--- src/rtl/dma_wr_engine.sv ---
// dma_wr_engine
//   Upstream-write DMA engine behind BAR0. The host programs DMABASE and then
//   DMACTRL (TLP count); the engine emits that many 128-byte 3DW MWr TLPs to
//   DMABASE+DATA_OFF onwards, followed by one 8-byte MWr of TOKEN at DMABASE
//   to tell the host the transfer is complete.
//
//   Build option: DMA_MSI_EN adds msiReq_out/msiAck_in and an MSI handshake
//   state after the token TLP. Without it the token EOP returns to IDLE.
//
// Ports
//   clk_in, reset_in        PCIe core clock, synchronous active-high reset
//   cfgBusDev_in[12:0]      requester {bus,dev}; function 0 appended
//   ctlWrEn_in/ctlReg_in/ctlData_in   register write (0=DMABASE, 1=DMACTRL)
//   srcData_in/srcValid_in/srcReady_out  64-bit payload stream
//   txData_out/txValid_out/txReady_in/txSOP_out/txEOP_out  Avalon-ST TX
//   busy_out                transfer in progress
//   tlpCount_out[15:0]      data TLPs completed, wrapping
//   msiReq_out/msiAck_in    (DMA_MSI_EN only) completion interrupt handshake
//
// state | meaning
// IDLE  | waiting for DMACTRL; DMABASE writable
// HDR0  | data TLP header QW0 {DW1,DW0}, SOP
// HDR1  | data TLP header QW1 {0,addr}
// DATA  | 16 payload beats passed straight from the source stream
// TOK0  | token TLP header QW0, SOP
// TOK1  | token TLP header QW1 {0,DMABASE}
// TOKD  | token payload QW, EOP
// MSIW  | (DMA_MSI_EN) holding msiReq_out until msiAck_in

module dma_wr_engine #(
  parameter logic [63:0] TOKEN    = 64'hCAFE_F00D_C0DE_FACE,
  parameter logic [31:0] DATA_OFF = 32'h40
) (
  input  logic        clk_in,
  input  logic        reset_in,
  input  logic [12:0] cfgBusDev_in,
  input  logic        ctlWrEn_in,
  input  logic        ctlReg_in,
  input  logic [31:0] ctlData_in,
  input  logic [63:0] srcData_in,
  input  logic        srcValid_in,
  output logic        srcReady_out,
  output logic [63:0] txData_out,
  output logic        txValid_out,
  input  logic        txReady_in,
  output logic        txSOP_out,
  output logic        txEOP_out,
  output logic        busy_out,
`ifdef DMA_MSI_EN
  output logic        msiReq_out,
  input  logic        msiAck_in,
`endif
  output logic [15:0] tlpCount_out
);

  typedef enum logic [2:0] {
    S_IDLE, S_HDR0, S_HDR1, S_DATA, S_TOK0, S_TOK1, S_TOKD
`ifdef DMA_MSI_EN
    , S_MSIW
`endif
  } state_t;

  localparam logic [31:0] DW0_DATA = 32'h4000_0020;  // 3DW MWr, 32 DW
  localparam logic [31:0] DW0_TOK  = 32'h4000_0002;  // 3DW MWr, 2 DW

  state_t      r_state;
  logic [31:0] r_base;
  logic [31:0] r_addr;
  logic [7:0]  r_remaining;
  logic [3:0]  r_beat;
  logic [15:0] r_tlp_count;
`ifdef DMA_MSI_EN
  logic        r_msi_req;
`endif

  logic        w_accept;
  logic [31:0] w_dw1;

  // Requester ID with function 0, tag 0, last/first BE = 0xF.
  assign w_dw1    = {cfgBusDev_in, 3'b000, 8'h00, 8'hFF};
  assign w_accept = txValid_out & txReady_in;

  assign busy_out     = (r_state != S_IDLE);
  assign tlpCount_out = r_tlp_count;
`ifdef DMA_MSI_EN
  assign msiReq_out   = r_msi_req;
`endif

  // Beat contents are a pure function of state, so they stay put while the
  // TX port stalls. DATA is a direct pass-through of the source handshake.
  always_comb begin
    txData_out   = 64'h0;
    txValid_out  = 1'b0;
    txSOP_out    = 1'b0;
    txEOP_out    = 1'b0;
    srcReady_out = 1'b0;
    case (r_state)
      S_HDR0: begin
        txData_out  = {w_dw1, DW0_DATA};
        txValid_out = 1'b1;
        txSOP_out   = 1'b1;
      end
      S_HDR1: begin
        txData_out  = {32'h0, r_addr};
        txValid_out = 1'b1;
      end
      S_DATA: begin
        txData_out   = srcData_in;
        txValid_out  = srcValid_in;
        srcReady_out = txReady_in;
        txEOP_out    = (r_beat == 4'hF);
      end
      S_TOK0: begin
        txData_out  = {w_dw1, DW0_TOK};
        txValid_out = 1'b1;
        txSOP_out   = 1'b1;
      end
      S_TOK1: begin
        txData_out  = {32'h0, r_base};
        txValid_out = 1'b1;
      end
      S_TOKD: begin
        txData_out  = TOKEN;
        txValid_out = 1'b1;
        txEOP_out   = 1'b1;
      end
      default: ;
    endcase
  end

  always_ff @(posedge clk_in) begin
    if (reset_in) begin
      r_state     <= S_IDLE;
      r_base      <= 32'h0;
      r_addr      <= 32'h0;
      r_remaining <= 8'h0;
      r_beat      <= 4'h0;
      r_tlp_count <= 16'h0;
`ifdef DMA_MSI_EN
      r_msi_req   <= 1'b0;
`endif
    end else begin
      case (r_state)
        S_IDLE: begin
          if (ctlWrEn_in) begin
            if (!ctlReg_in) begin
              r_base <= ctlData_in & 32'hFFFF_FFF8;
            end else if (ctlData_in[7:0] != 8'h0) begin
              r_remaining <= ctlData_in[7:0];
              r_addr      <= r_base + DATA_OFF;
              r_beat      <= 4'h0;
              r_state     <= S_HDR0;
            end
          end
        end
        S_HDR0: if (w_accept) r_state <= S_HDR1;
        S_HDR1: if (w_accept) r_state <= S_DATA;
        S_DATA: begin
          if (w_accept) begin
            r_beat <= r_beat + 4'd1;
            if (r_beat == 4'hF) begin
              r_remaining <= r_remaining - 8'd1;
              r_addr      <= r_addr + 32'd128;
              r_tlp_count <= r_tlp_count + 16'd1;
              // r_remaining still holds the pre-decrement count here
              r_state     <= (r_remaining > 8'd1) ? S_HDR0 : S_TOK0;
            end
          end
        end
        S_TOK0: if (w_accept) r_state <= S_TOK1;
        S_TOK1: if (w_accept) r_state <= S_TOKD;
        S_TOKD: begin
          if (w_accept) begin
`ifdef DMA_MSI_EN
            r_msi_req <= 1'b1;
            r_state   <= S_MSIW;
`else
            r_state   <= S_IDLE;
`endif
          end
        end
`ifdef DMA_MSI_EN
        S_MSIW: begin
          if (msiAck_in) begin
            r_msi_req <= 1'b0;
            r_state   <= S_IDLE;
          end
        end
`endif
        default: r_state <= S_IDLE;
      endcase
    end
  end

endmodule

--- config.mk ---
export PLATFORM = sky130hd
export DESIGN_NAME = dma_wr_engine
export DESIGN_NICKNAME = d
export VERILOG_FILES = /design/src/rtl/dma_wr_engine.sv
export SDC_FILE = /design/constraint.sdc
export NUM_CORES = 1
export LEC_CHECK = 0
export ABC_AREA = 1
export CORE_UTILIZATION = 36
export DETAILED_ROUTE_END_ITERATION = 6
export PLACE_DENSITY_LB_ADDON = 0.12
export SLEW_MARGIN = 20
export SYNTH_ARGS = -nofsm -noshare
export SYNTH_HDL_FRONTEND = slang
export SYNTH_SLANG_ARGS = --single-unit
--- constraint.sdc ---
create_clock -name clk_in -period 3.5 [get_ports clk_in]
set_input_delay 0.35 -clock clk_in [delete_from_list [all_inputs] [get_ports clk_in]]
set_output_delay 0.35 -clock clk_in [all_outputs]
set_load 0.005 [all_outputs]
==> results of run 1 <==
[Yosys cell counts, drive strengths merged]
| master | count |
|---|---|
| o2111ai | 1 |
| or2 | 2 |
| dfxtp | 89 |
| o22ai | 3 |
| o21bai | 2 |
| nand3b | 1 |
| a22o | 4 |
| o31ai | 2 |
| o211ai | 5 |
| ha | 6 |
| a31oi | 1 |
| nor3 | 17 |
| nand3 | 89 |
| xnor2 | 2 |
| nand2b | 1 |
| clkbuf | 27 |
| clkinv | 1 |
| a211oi | 1 |
| inv | 111 |
| xor2 | 19 |
| nand2 | 291 |
| o21ai | 114 |
| a21oi | 92 |
| a22oi | 13 |
| buf | 19 |
| o221ai | 4 |
| nor2 | 132 |
| and2 | 1 |
| nand4 | 12 |
[per-stage QoR]
step | setup WS [ns] | power (W)
2_1_floorplan | 1.78 | 0.00291
5_1_grt | 0.366 | 0.00518
4_1_cts | 0.560 | 0.00484
3_5_place_dp | 0.958 | 0.00394
3_3_place_gp | 0.982 | 0.00394
6_report | 0.569 | 0.00482
[kinds of logic after synthesis]
| group | share of synthesized area [%] |
|---|---|
| DFF | 28.3 |
| AOI/OAI and AO/OA | 20.8 |
| adders and majority gates | 1.19 |
| and+or+nand+nor | 36.5 |
| buffers and inverters | 10.2 |
| xor gates and xnor gates | 2.92 |
[layout make-up]
cell class                 count  share of cell area (%)
clock inverter                 1                  0.0576
tap                          220                    3.17
inverter                     112                    4.83
antenna                        1                  0.0288
clock buffer                  12                    2.83
multi-input combinational    815                    44.6
timing repair buffer         210                    24.0
sequential                    89                    20.5
[state kept, by name, indices dropped and copies added (netlist names)]
name,count
r_remaining,8
r_beat,4
tlpCount_out,16
r_addr,29
r_state,3
r_base,29
[metal layers]
layer	track usage (%)	wire length [um]
met1	34.0	10400
met2	45.2	11200
met3	4.46	1790
met4	12.8	889
met5	0	0
[power breakdown]
group          switching [W]  internal (W)  leakage (nW)
clock               0.000399      0.000488         0.124
combinational        0.00140      0.000993          2.41
sequential          0.000292       0.00125         0.728
[how the worst max path moves through the flow]
stage                                end  cells after the start       start
after floorplan           txData_out[10]                      8  r_state[1]
after global placement    txData_out[58]                      7  r_state[0]
after detailed placement  txData_out[58]                      7  r_state[0]
after CTS                 txData_out[60]                      7  r_state[0]
after global routing      txData_out[58]                      7  r_state[0]
final                     txData_out[58]                      7  r_state[0]
[critical path: cells and delay by family, from the launching register on]
| kind | cells | cell delay [ns] |
|---|---|---|
| buffers and inverters | 3 | 0.83 |
| AO/OA/AOI/OAI | 1 | 0.11 |
| AND/OR/NAND/NOR | 3 | 0.83 |
| flip-flops | 1 | 0.46 |
==> flow_summary_export.csv, run 1 <==
group,metric,value,unit
layout,area_growth,38.1,%
worst_setup_path,crit_slowest_cell,"nand2_1",
timing,hold_ws,0.457,ns
power,leakagePower,3.26,nW
global_route,grt_overflow,0,
timing,period_share,83.7,%
synthesis,syn-cell-area,6300,um2
layout,drive_gt1_share,3.47,%
clock_tree,cts_resized,0,
clock_tree,cts_root_buf,"clkbuf_16",
worst_setup_path,reg2reg_slack,1.31,ns
die,fp.coreArea,16800,um2
global_route,grt_pass1_vias,6890,
global_route,globalRouteTotalUtil,27.1,%
hold_path,holdPathStages,2,
worst_setup_path,slowest_delay,0.50,ns
worst_setup_path,worstRegToRegCells,10,
synthesis,synth_fp_nets,1183,
placed_design,dp.cells,1446,
clock_tree,cts_setup_buffers,0,
clock_tree,numCtsBuffers,9,
layout,final.fill_count,1779,
timing,setup_violations,0,
synthesis,syn_avg_cell_area,5.93,um2
worst_setup_path,end_kind,"output port",
timing,drv_slew,0,
job,maxCapViolCount,0,
clock_tree,clock_path_buffers,2,
layout,layout_common_cells,"288 x nand2_1, 199 x clkdlybuf4s50_1, 128 x nor2_1",
die,die_area,18000,um2
placed_design,place.gp.congestion,0.926,
die,boundaryPins,200,
placed_design,dp_hpwl,18.5,mm
timing,tightest_slew,0.677,ns
layout,fin_cells,1460,
hold_path,hold_class,"reg2reg",
timing,slew_headroom,54.5,%
synthesis,synth.ff_latch_count,89,
worst_setup_path,start_kind,"flop",
die,rows,47,
synthesis,seq_area_frac_synth,28.3,%
synthesis,ys_warn_count,0,
drt,post_drt_wl_per_cell,16.6,um
drt,num_vias,7624,
timing,fin_worst_skew,0.00684,ns
layout,design_area,8700,um2
worst_setup_path,r2r-end,"r_addr[30]",
drt,routed_wl,24.2,mm
hold_path,holdCritStartpoint,"r_addr[3]",
global_route,antenna_found_initial,1,
run_status,status,"complete, no violations",
timing,grt_setup_unrepaired,"false",
worst_setup_path,cp_max_fo,14,
drt,ant_nets,0,
die,dieWidth,134,um
timing,max_freq,341,MHz
global_route,grt_max_degree,71,
power,peakVddDrop,0.340,mV
power,p_per_area,554,nW/um2
clock_tree,cts_hold_buf,0,
layout,multi_input_comb_area,3880,um2
timing,min_period,2.93,ns
layout,post-route-util,51.7,%
synthesis,netlist_top_cells_area,"dfxtp_1 28%, nand2_1 17%, o21ai_0 8.5%",
clock_tree,htreeDepth,3,
synthesis,synth_cells,1062,
synthesis,synth.top_cell.area_share,28.3,%
global_route,grt_pass1_wl,37.7,mm
timing,fin_setup_tns,0,ns
layout,fin_nets,1358,
worst_setup_path,crit_chain,"inv_1 -> nor2_1 -> nand2_1 -> nand2_1 -> buf_4 -> a22o_1 -> clkdlybuf4s50_1",
drt,drtPass1Iterations,5,
worst_setup_path,r2r-start,"r_state[1]",
placed_design,placed_area,8440,um2
clock_tree,clock-sinks,89,
die,initial_core_util,37.4,%
placed_design,numPortBuffers,199,
drt,drt-initial-drc-count,482,
worst_setup_path,crit_required,3.15,ns
synthesis,netlist.top_cell.by_area,"dfxtp_1",
clock_tree,cts_tree,"yes",
layout,final_common_cell,"nand2_1",
worst_setup_path,crit_type,"reg2out",
timing,hold_violations,0,
clock_tree,clock_latency,0.35,ns
drt,via_per_inst,5.22,
die,die_h,134,um
layout,regArea,1780,um2
clock_tree,clk_pin_slew,0.06,ns
drt,drc,0,
synthesis,synth_cell_types,44,
worst_setup_path,critPathArrivalTime,2.58,ns
worst_setup_path,cpMostUsedCell,"nand2_1",
hold_path,hold_path_end,"r_addr[3]",
(Power assumes the default switching activity.)
==> run 2, diff against run 1 <==
==> constraint.sdc (replaced) <==
create_clock -name clk_in -period 2.65 [get_ports clk_in]
set_input_delay 0.265 -clock clk_in [delete_from_list [all_inputs] [get_ports clk_in]]
set_output_delay 0.265 -clock clk_in [all_outputs]
set_load 0.005 [all_outputs]
==> flow_summary_export.csv, run 2 (same netlist as run 1, synthesis figures left out) <==
group,metric,value,unit
run_status,status,"complete, no violations",
die,initial_core_util,37.4,%
drt,top_layer,"met5",
hold_path,holdCritStartpoint,"r_addr[3]",
layout,num_antenna_cells,0,
global_route,grt_pass1_vias,7075,
layout,final.fill_count,1758,
drt,post_drt_wl_per_cell,17.1,um
global_route,grt_pass1_wl,38.4,mm
timing,min_period,2.50,ns
layout,fin_nets,1363,
global_route,grt_max_degree,81,
worst_setup_path,cp_max_fo,20,
clock_tree,clock_path_buffers,2,
power,total_power,0.00672,W
clock_tree,cts_tree,"yes",
drt,ant_nets,0,
clock_tree,cts_hold_buf,0,
placed_design,numPortBuffers,199,
placed_design,place.gp.congestion,0.936,
drt,num_vias,7719,
worst_setup_path,startpoint,"r_state[1]",
drt,dr_wl_met2,11.8,mm
worst_setup_path,crit_type,"reg2out",
timing,setup_violations,0,
worst_setup_path,end_kind,"output port",
clock_tree,cts_root_buf,"clkbuf_16",
worst_setup_path,crit_chain,"nand2_2 -> nor2_4 -> buf_4 -> a22oi_1 -> o211ai_1 -> clkdlybuf4s50_1",
timing,max_freq,400,MHz
timing,slew_headroom,62.2,%
drt,drt-initial-drc-count,531,
timing,drv_slew,0,
worst_setup_path,cp_top_family,"buffers and inverters",
worst_setup_path,r2r-start,"r_state[1]",
die,boundaryPins,200,
die,fp.coreArea,16800,um2
die,rows,47,
placed_design,dp_hpwl,18.8,mm
drt,drc,0,
timing,fin_worst_skew,0.0110,ns
job,maxCapViolCount,0,
clock_tree,numCtsBuffers,9,
clock_tree,cts_setup_buffers,0,
drt,wl_met1,10.9,mm
drt,routed_wl,25.0,mm
worst_setup_path,critPathArrivalTime,2.23,ns
global_route,globalRouteTotalUtil,27.7,%
global_route,antenna_found_initial,1,
layout,drive_gt1_share,4.57,%
timing,tightest_slew,0.567,ns
power,p_per_area,760,nW/um2
clock_tree,clk_pin_slew,0.07,ns
layout,post-route-util,52.6,%
clock_tree,htreeDepth,3,
timing,hold_violations,0,
worst_setup_path,crit_required,2.38,ns
layout,area_growth,40.5,%
layout,final_common_cell,"nand2_1",
hold_path,hold_class,"reg2reg",
worst_setup_path,start_kind,"flop",
power,peakVddDrop,0.522,mV
drt,drtPass1Iterations,5,
timing,grt_setup_unrepaired,"false",
die,dieWidth,134,um
drt,via_per_inst,5.26,
layout,layout_common_cells,"288 x nand2_1, 199 x clkdlybuf4s50_1, 127 x nor2_1",
worst_setup_path,crit_slowest_cell,"clkdlybuf4s50_1",
die,die_area,18000,um2
power,leakagePower,3.32,nW
clock_tree,cts_resized,0,
drt,route.met3.wl,1.81,mm
timing,period_share,94.3,%
global_route,grt_overflow,0,
timing,fin_setup_tns,0,ns
worst_setup_path,critPathBufInv,2,
clock_tree,clock-sinks,89,
die,die_h,134,um
worst_setup_path,slowest_delay,0.54,ns
clock_tree,clock_latency,0.36,ns
-- run 2: cell types whose count changed in the layout (fill, tap and decap cells not counted), sizes merged --
cell and delta:
buf +4, bufinv +2, clkbuf -2, clkinv -1, clkinvlp +3, diode -1, inv +2
-- run 2: power breakdown --
part | total (W) | internal, W | switching (W) | leakage [nW]
combinational | 0.00324 | 0.00135 | 0.00189 | 2.45
clock | 0.00146 | 0.000838 | 0.000626 | 0.150
sequential | 0.00202 | 0.00165 | 0.000371 | 0.729
total | 0.00672 | 0.00384 | 0.00289 | 3.32
-- run 2: layer usage --
| layer | vias to the layer above | GRT usage, % |
|---|---|---|
| met1 | 3531 | 35.0 |
| met3 | 26 | 4.04 |
| met5 | - | 0 |
| li1 | 3854 | - |
| met4 | 2 | 9.86 |
| met2 | 306 | 47.6 |
-- run 2: cell type report --
class	count	area, um2	share of cell area [%]
Multi-Input combinational cell	815	3880	43.9
Timing Repair Buffer	215	2160	24.4
Sequential cell	89	1790	20.2
Inverter	112	420	4.75
Tap cell	220	275	3.11
Clock buffer	9	225	2.55
Clock inverter	7	103	1.16
-- run 2: tightest hold or removal path: cells and delay by family, from the launching register on --
| family | cells | cell delay [ns] |
|---|---|---|
| buf+inv | 1 | 0.05 |
| flops | 1 | 0.30 |
| compound gates | 1 | 0.05 |
-- run 2: metrics by stage --
stage               setup WS, ns  std cells  hold WS [ns]  area, um2
detailed placement         0.402       1450         0.441       8480
global route              0.0534       1467         0.496       8850
finish                     0.152       1467         0.446       8850
global placement           0.445       1450         0.440       8480
CTS                       0.0209       1466         0.452       8810
floorplan                   1.01       1062         0.400       6300
-- run 2: path summary, 6_finish.rpt --
kind,end,cells past startpoint,slack (ns)
setup / recovery,txData_out[14],6,0.15
hold / removal,r_addr[3],2,0.45
setup reg to reg,r_addr[30],10,0.63
hold reg to reg,r_addr[3],2,0.45
==> run 3, diff against run 2 <==
--- a/config.mk
+++ b/config.mk
@@ -6,6 +6,7 @@
 export NUM_CORES = 1
 export LEC_CHECK = 0
 export ABC_AREA = 1
+export CAP_MARGIN = 20
 export CORE_UTILIZATION = 36
 export DETAILED_ROUTE_END_ITERATION = 6
 export PLACE_DENSITY_LB_ADDON = 0.12
==> results of run 3 <==
Same layout as run 2: the final DEF is identical, and so are final timing and power.
